**src/rtl/mp_addsub_seq.sv**
```systemverilog
// mp_addsub_seq: limb-serial multi-precision add / subtract / add-then-halve unit
//
// One LIMB-bit slice of a WIDTH-bit operation is processed per clock, with the
// inter-limb carry held in a register. Operands are zero-extended to NLIMB*LIMB
// bits internally.
//
// Ports:
//   clk        rising-edge clock
//   resetn     asynchronous active-low reset
//   start      request, accepted only in IDLE
//   mode       00 add, 01 a-b, 10 add-then-shift-right-1, 11 add
//   use_acc    sampled with start: operand B is the current result register
//   in_a/in_b  operands, sampled on the accepting edge
//   busy       high from the accepting edge until done
//   done       one-cycle pulse, result valid
//   result     result register, held until the next accepted start
//   carry_out  add: carry into bit WIDTH; sub: 1 = no borrow; shift: bit shifted out
//   zero       result == 0, updated with done
//
// Build option: define MP_ADDSUB_SHIFT_EN to enable mode 10 (SHIFT state);
// otherwise mode 10 behaves exactly like an add.
module mp_addsub_seq #(
  parameter int WIDTH = 512,
  parameter int LIMB  = 128
) (
  input  logic             clk,
  input  logic             resetn,
  input  logic             start,
  input  logic [1:0]       mode,
  input  logic             use_acc,
  input  logic [WIDTH-1:0] in_a,
  input  logic [WIDTH-1:0] in_b,
  output logic             busy,
  output logic             done,
  output logic [WIDTH-1:0] result,
  output logic             carry_out,
  output logic             zero
);
  localparam int NLIMB = (WIDTH + LIMB - 1) / LIMB;
  localparam int EW    = NLIMB * LIMB;
  localparam int CW    = NLIMB > 1 ? $clog2(NLIMB) : 1;
  localparam bit PAD   = EW > WIDTH;
  // Bit index of position WIDTH inside the extended sum (unused when no padding).
  localparam int WI    = PAD ? WIDTH : 0;

`ifdef MP_ADDSUB_SHIFT_EN
  typedef enum logic [1:0] {IDLE, RUN, SHIFT, DONE} state_t;
`else
  typedef enum logic [1:0] {IDLE, RUN, DONE} state_t;
`endif

  state_t          state_q, state_d;
  logic [EW-1:0]   a_q, a_d, b_q, b_d, res_q, res_d;
  logic [CW-1:0]   cnt_q, cnt_d;
  logic            carry_q, carry_d, sub_q, sub_d, shf_q, shf_d;
  logic            cout_q, cout_d, zero_q, zero_d;
  logic [EW-1:0]   b_ext, res_next;
  logic [LIMB:0]   limb_sum;
  logic            mode_sub, mode_shf, last, cw_next, cw_cur;
  logic [WIDTH-1:0] shifted;

  assign mode_sub = mode == 2'b01;
`ifdef MP_ADDSUB_SHIFT_EN
  assign mode_shf = mode == 2'b10;
`else
  assign mode_shf = 1'b0;
`endif

  assign b_ext    = use_acc ? EW'(res_q[WIDTH-1:0]) : EW'(in_b);
  // Operands shift down one limb per cycle; the sum limb enters at the top of
  // the result, so after NLIMB steps every slice sits in its final position.
  assign limb_sum = {1'b0, a_q[LIMB-1:0]} + {1'b0, b_q[LIMB-1:0]} + {{LIMB{1'b0}}, carry_q};
  assign res_next = (res_q >> LIMB) | (EW'(limb_sum[LIMB-1:0]) << (EW - LIMB));
  assign last     = cnt_q == CW'(NLIMB - 1);
  // Carry into bit WIDTH: with padding it is sum[WIDTH] ^ a_ext[WIDTH] ^ b'_ext[WIDTH],
  // where a_ext[WIDTH]=0 and b'_ext[WIDTH] is 1 only for subtract.
  assign cw_next  = PAD ? res_next[WI] ^ sub_q : limb_sum[LIMB];
  assign cw_cur   = PAD ? res_q[WI] : carry_q;
  assign shifted  = {cw_cur, res_q[WIDTH-1:1]};

  always_comb begin
    state_d = state_q;
    a_d     = a_q;
    b_d     = b_q;
    res_d   = res_q;
    cnt_d   = cnt_q;
    carry_d = carry_q;
    sub_d   = sub_q;
    shf_d   = shf_q;
    cout_d  = cout_q;
    zero_d  = zero_q;
    case (state_q)
      IDLE: if (start) begin
        state_d = RUN;
        a_d     = EW'(in_a);
        b_d     = mode_sub ? ~b_ext : b_ext;
        sub_d   = mode_sub;
        shf_d   = mode_shf;
        carry_d = mode_sub;
        cnt_d   = '0;
      end
      RUN: begin
        a_d     = a_q >> LIMB;
        b_d     = b_q >> LIMB;
        res_d   = res_next;
        carry_d = limb_sum[LIMB];
        cnt_d   = cnt_q + 1'b1;
`ifdef MP_ADDSUB_SHIFT_EN
        if (last) state_d = shf_q ? SHIFT : DONE;
`else
        if (last) state_d = DONE;
`endif
        if (last && !shf_q) begin
          cout_d = cw_next;
          zero_d = res_next[WIDTH-1:0] == '0;
        end
      end
`ifdef MP_ADDSUB_SHIFT_EN
      SHIFT: begin
        res_d   = EW'(shifted);
        cout_d  = res_q[0];
        zero_d  = shifted == '0;
        state_d = DONE;
      end
`endif
      DONE:    state_d = IDLE;
      default: state_d = IDLE;
    endcase
  end

  always_ff @(posedge clk or negedge resetn) begin
    if (!resetn) begin
      state_q <= IDLE;
      a_q     <= '0;
      b_q     <= '0;
      res_q   <= '0;
      cnt_q   <= '0;
      carry_q <= 1'b0;
      sub_q   <= 1'b0;
      shf_q   <= 1'b0;
      cout_q  <= 1'b0;
      zero_q  <= 1'b0;
    end else begin
      state_q <= state_d;
      a_q     <= a_d;
      b_q     <= b_d;
      res_q   <= res_d;
      cnt_q   <= cnt_d;
      carry_q <= carry_d;
      sub_q   <= sub_d;
      shf_q   <= shf_d;
      cout_q  <= cout_d;
      zero_q  <= zero_d;
    end
  end

  assign busy      = (state_q != IDLE) && (state_q != DONE);
  assign done      = state_q == DONE;
  assign result    = res_q[WIDTH-1:0];
  assign carry_out = cout_q;
  assign zero      = zero_q;
endmodule
```
**config.mk**
```make
export PLATFORM = sky130hd
export DESIGN_NAME = mp_addsub_seq
export DESIGN_NICKNAME = d
export VERILOG_FILES = /design/src/rtl/mp_addsub_seq.sv
export SDC_FILE = /design/constraint.sdc
export NUM_CORES = 2
export LEC_CHECK = 0
export BUFFER_PORTS_ARGS = -buffer_cell sky130_fd_sc_hd__buf_4
export CORE_AREA = 2 2 610 612
export CTS_CLUSTER_DIAMETER = 150
export DETAILED_ROUTE_END_ITERATION = 8
export DIE_AREA = 0 0 612 614
export PLACE_DENSITY = 0.51
export SYNTH_ARGS = -nofsm -noshare
export SYNTH_HDL_FRONTEND = slang
export SYNTH_SLANG_ARGS = --single-unit
```
**constraint.sdc**
```tcl
create_clock -name clk -period 3.9 [get_ports clk]
set_input_delay 0.78 -clock clk [delete_from_list [all_inputs] [get_ports clk]]
set_output_delay 0.78 -clock clk [all_outputs]
set_load 0.005 [all_outputs]
```
==> flow_summary.yaml <==
worst_setup_path:
  end_kind: "flop"
  critPathLaunchType: "flop"
  worstSetupPathType: "flop to flop"
  cp_cell_sequence: "fa_2 > fa_2 > nand3_4 > a21oi_4 > o21ai_4 > buf_4 > o31ai_2 > a221oi_2 > buf_4 > buf_6 > xor2_2 > nand4_1 > nor4bb_1 > nand4_1 > nor4_4 > buf_4 > nand4_1 > buf_4 > nor4b_2 > nand4_1 > o41ai_2"
  rr_worst_depth: 21
  critical_path.max_stage_delay_ns: 0.45
  critPathMaxFanout: 3
  required_ns: 4.69
  arrival_ns: 5.54
  crit_path_top_delay_cell: "fa_2"
die:
  io_pins: 1546
  die_y_um: 614
  start_util_pct: 22.1
  die_x_um: 612
  die_area_um2: 376000
  rows: 224
  coreArea_um2: 370000
clocking:
  cts.sinks: 1543
  clock_tree.buffer_depth: 4
  cts_htree_levels: 4
  clk_pin_slew_ns: 0.06
  cts-buffers-inserted: 193
  clk_latency_ns: 0.95
  cts_tree: "built"
  clock-root-buffer: "clkbuf_16"
route:
  route.detailed.drc: 0
  first_pass_iters: 5
  totalWireLength_um: 481000
  via_count: 81100
  via_per_inst: 4.66
  wl_per_cell_um: 27.7
  drt-initial-drc-count: 6773
  ant_nets: 0
sta:
  hold_ws_ns: 0.0966
  setup_viol: 8
  finalWorstSetupSlack_ns: -0.855
  fin_setup_tns_ns: -2.55
  max_freq_mhz: 210
  drv_slew: 0
  worst_pin_slew_ns: 1.06
  timing.final.crit_share_pct: 122
  max-slew-margin-rel_pct: 29.2
  period_needed_ns: 4.76
  hold_violations: 0
  rsz0062_at_grt: "true"
  fin_skew_ns: 0.0938
synth:
  synth_flop_cell: "dfrtp_1"
  syn_avg_cell_area_um2: 8.49
  synthCells: 9652
  synth_edf_count: 0
  synthArstFlopShare_pct: 100
  syn-cell-area_um2: 82000
  ys_ff_latch: 1543
  seq_area_frac_synth_pct: 47.1
  netlist-cell-type-count: 100
  yosysWarningCount: 0
  synth_fp_nets: 10800
global_routing:
  track_usage_pct: 24.7
  use_met3_pct: 3.11
  met1_usage_pct: 32.9
  met2_usage_pct: 39.6
  grt_overflow_total: 0
  grt_pass1_vias: 78600
  grt_max_degree: 187
  grt_first_pass_wirelength_um: 648000
  grt-busiest-layer: "met2"
  antenna_found_initial: 123
status:
  status: "finished with violations"
  violations: "setup timing"
place:
  place_ws_ns: -1.81
  port_buffers: 1545
  hpwl_um: 391000
  place_congestion: 0.972
final_layout:
  area_growth_pct: 43.5
  utilization_pct: 31.8
  final_cell_mix: "buf_4, nand2_1, dfrtp_1"
  nets: 13400
  drive_gt1_share_pct: 28.7
  num-fill-cells: 39400
  final_common_cell: "buf_4"
pwr:
  ir_worst_vdd_mv: 1.20
  cellPowerDensity_nw_per_um2: 1060
  p_leak_nw: 55.4
  power_mw: 125
job:
  cap_violations: 0
worst_hold_path:
  min_path_cells: 3
  hold_path_class: "input port to flop"
-- layer usage --
| layer | share of wire, % | vias to the layer above |
|---|---|---|
| met3 | 4.8 | 668 |
| met5 | 0.019 | - |
| met1 | 44 | 39800 |
| met2 | 46 | 2650 |
| met4 | 5.0 | 14 |
| li1 | - | 37900 |
-- cell usage after synthesis (all sizes together), types with 3 or more instances --
cell type | instances | area share [%]
ha | 128 | 2.0
xnor2 | 585 | 6.3
a22oi | 3 | 0.027
and4 | 3 | 0.032
nand4 | 111 | 0.85
o22ai | 3 | 0.023
nand3 | 29 | 0.18
nand4b | 4 | 0.043
a21o | 45 | 0.41
o21ai | 761 | 4.7
a31oi | 399 | 3.1
a221oi | 6 | 0.095
a221o | 3 | 0.037
or4 | 5 | 0.055
o221ai | 4 | 0.050
nand2b | 12 | 0.092
dfrtp | 1543 | 47
nor4 | 117 | 0.97
nor2 | 911 | 4.2
nor3 | 30 | 0.21
mux2i | 512 | 6.3
o21a | 22 | 0.20
nand2 | 2751 | 13
a22o | 131 | 1.4
or2 | 9 | 0.069
o2111ai | 4 | 0.043
o21bai | 27 | 0.26
nor2b | 7 | 0.053
and2 | 5 | 0.038
o311ai | 3 | 0.053
a31o | 3 | 0.032
xor2 | 52 | 0.56
o31ai | 9 | 0.099
o31a | 4 | 0.043
a21oi | 597 | 3.7
a21boi | 9 | 0.092
nor3b | 5 | 0.052
nor4b | 6 | 0.090
clkbuf | 563 | 2.6
o211ai | 13 | 0.13
buf | 136 | 0.69
and3 | 9 | 0.069
a211oi | 10 | 0.12
o41ai | 5 | 0.072
inv | 33 | 0.15
-- final timing paths --
| kind | startpoint | endpoint | slack (ns) |
|---|---|---|---|
| hold / removal | in_a[287] | a_q[287] | 0.1 |
| max in group asynchronous | resetn | a_q[197] | 2.15 |
| setup reg to reg | a_q[0] | zero | -0.86 |
| hold reg to reg | a_q[414] | a_q[286] | 0.46 |
| min in group asynchronous | resetn | result[97] | 0.40 |
| setup / recovery | a_q[0] | zero | -0.86 |
-- state kept, by name (all words and copies together) (netlist names) --
| signal | count |
|---|---|
| result | 512 |
| cnt_q | 2 |
| zero | 1 |
| a_q | 512 |
| state_q | 2 |
| carry_out | 1 |
| carry_q | 1 |
| b_q | 512 |
-- power by group --
| group | total, mW | internal (mW) | leakage, nW | switching, mW |
|---|---|---|---|---|
| registers | 29.5 | 23.5 | 19.4 | 6.03 |
| clock network | 18.9 | 10.9 | 3.17 | 8.05 |
| logic | 76.7 | 31.1 | 32.8 | 45.6 |
-- cell type report --
cell class	count	area, um^2	share of cell area, %
Antenna cell	73	183	0.155
Clock buffer	264	5470	4.65
Clock inverter	75	1060	0.901
Inverter	33	124	0.105
Multi-Input combinational cell	7377	41800	35.5
Sequential cell	1543	38600	32.8
Tap cell	4972	6220	5.29
Timing Repair Buffer	3050	24200	20.5
-- per-stage QoR --
stage	instance area [um^2]	cells
floorplan	82000	9652
global placement	109000	16900
detailed placement	109000	16900
CTS	117000	17300
global route	118000	17400
finish	118000	17400
-- what timing repair did --
| item | CTS | global route |
|---|---|---|
| buffers inserted | 39 | 20 |
| endpoints found under the setup margin | 38 | 29 |
| pin swaps | 50 | 79 |
| gates resized for setup | 115 | 115 |
| hold endpoints to repair | 60 | 0 |
| hold buffers | 27 | 0 |
-- cell families (layout without fill, tap and decap cells) --
kind of cell               count (synthesis)  in the layout  synth area share, %
AOI/OAI and AO/OA                       2074           2074                 14.7
xor gates and xnor gates                 637            637                 6.81
adders and majority gates                130            130                 2.00
buffers and inverters                    732           3422                 3.42
DFF                                     1543           1543                 47.1
muxes                                    514            514                 6.28
other                                      0             73                    0
and+or+nand+nor                         4022           4022                 19.7
-- worst max-delay path, delay by kind of cell, from the launching register on --
kind            cells  cell delay, ns
fa+ha+maj           2            0.87
compound gates      5            0.82
simple gates        8            1.58
buf+inv             5            0.81
xor+xnor            1            0.16
flops               1            0.40
No activity file was read; power rests on OpenSTA's default activity.
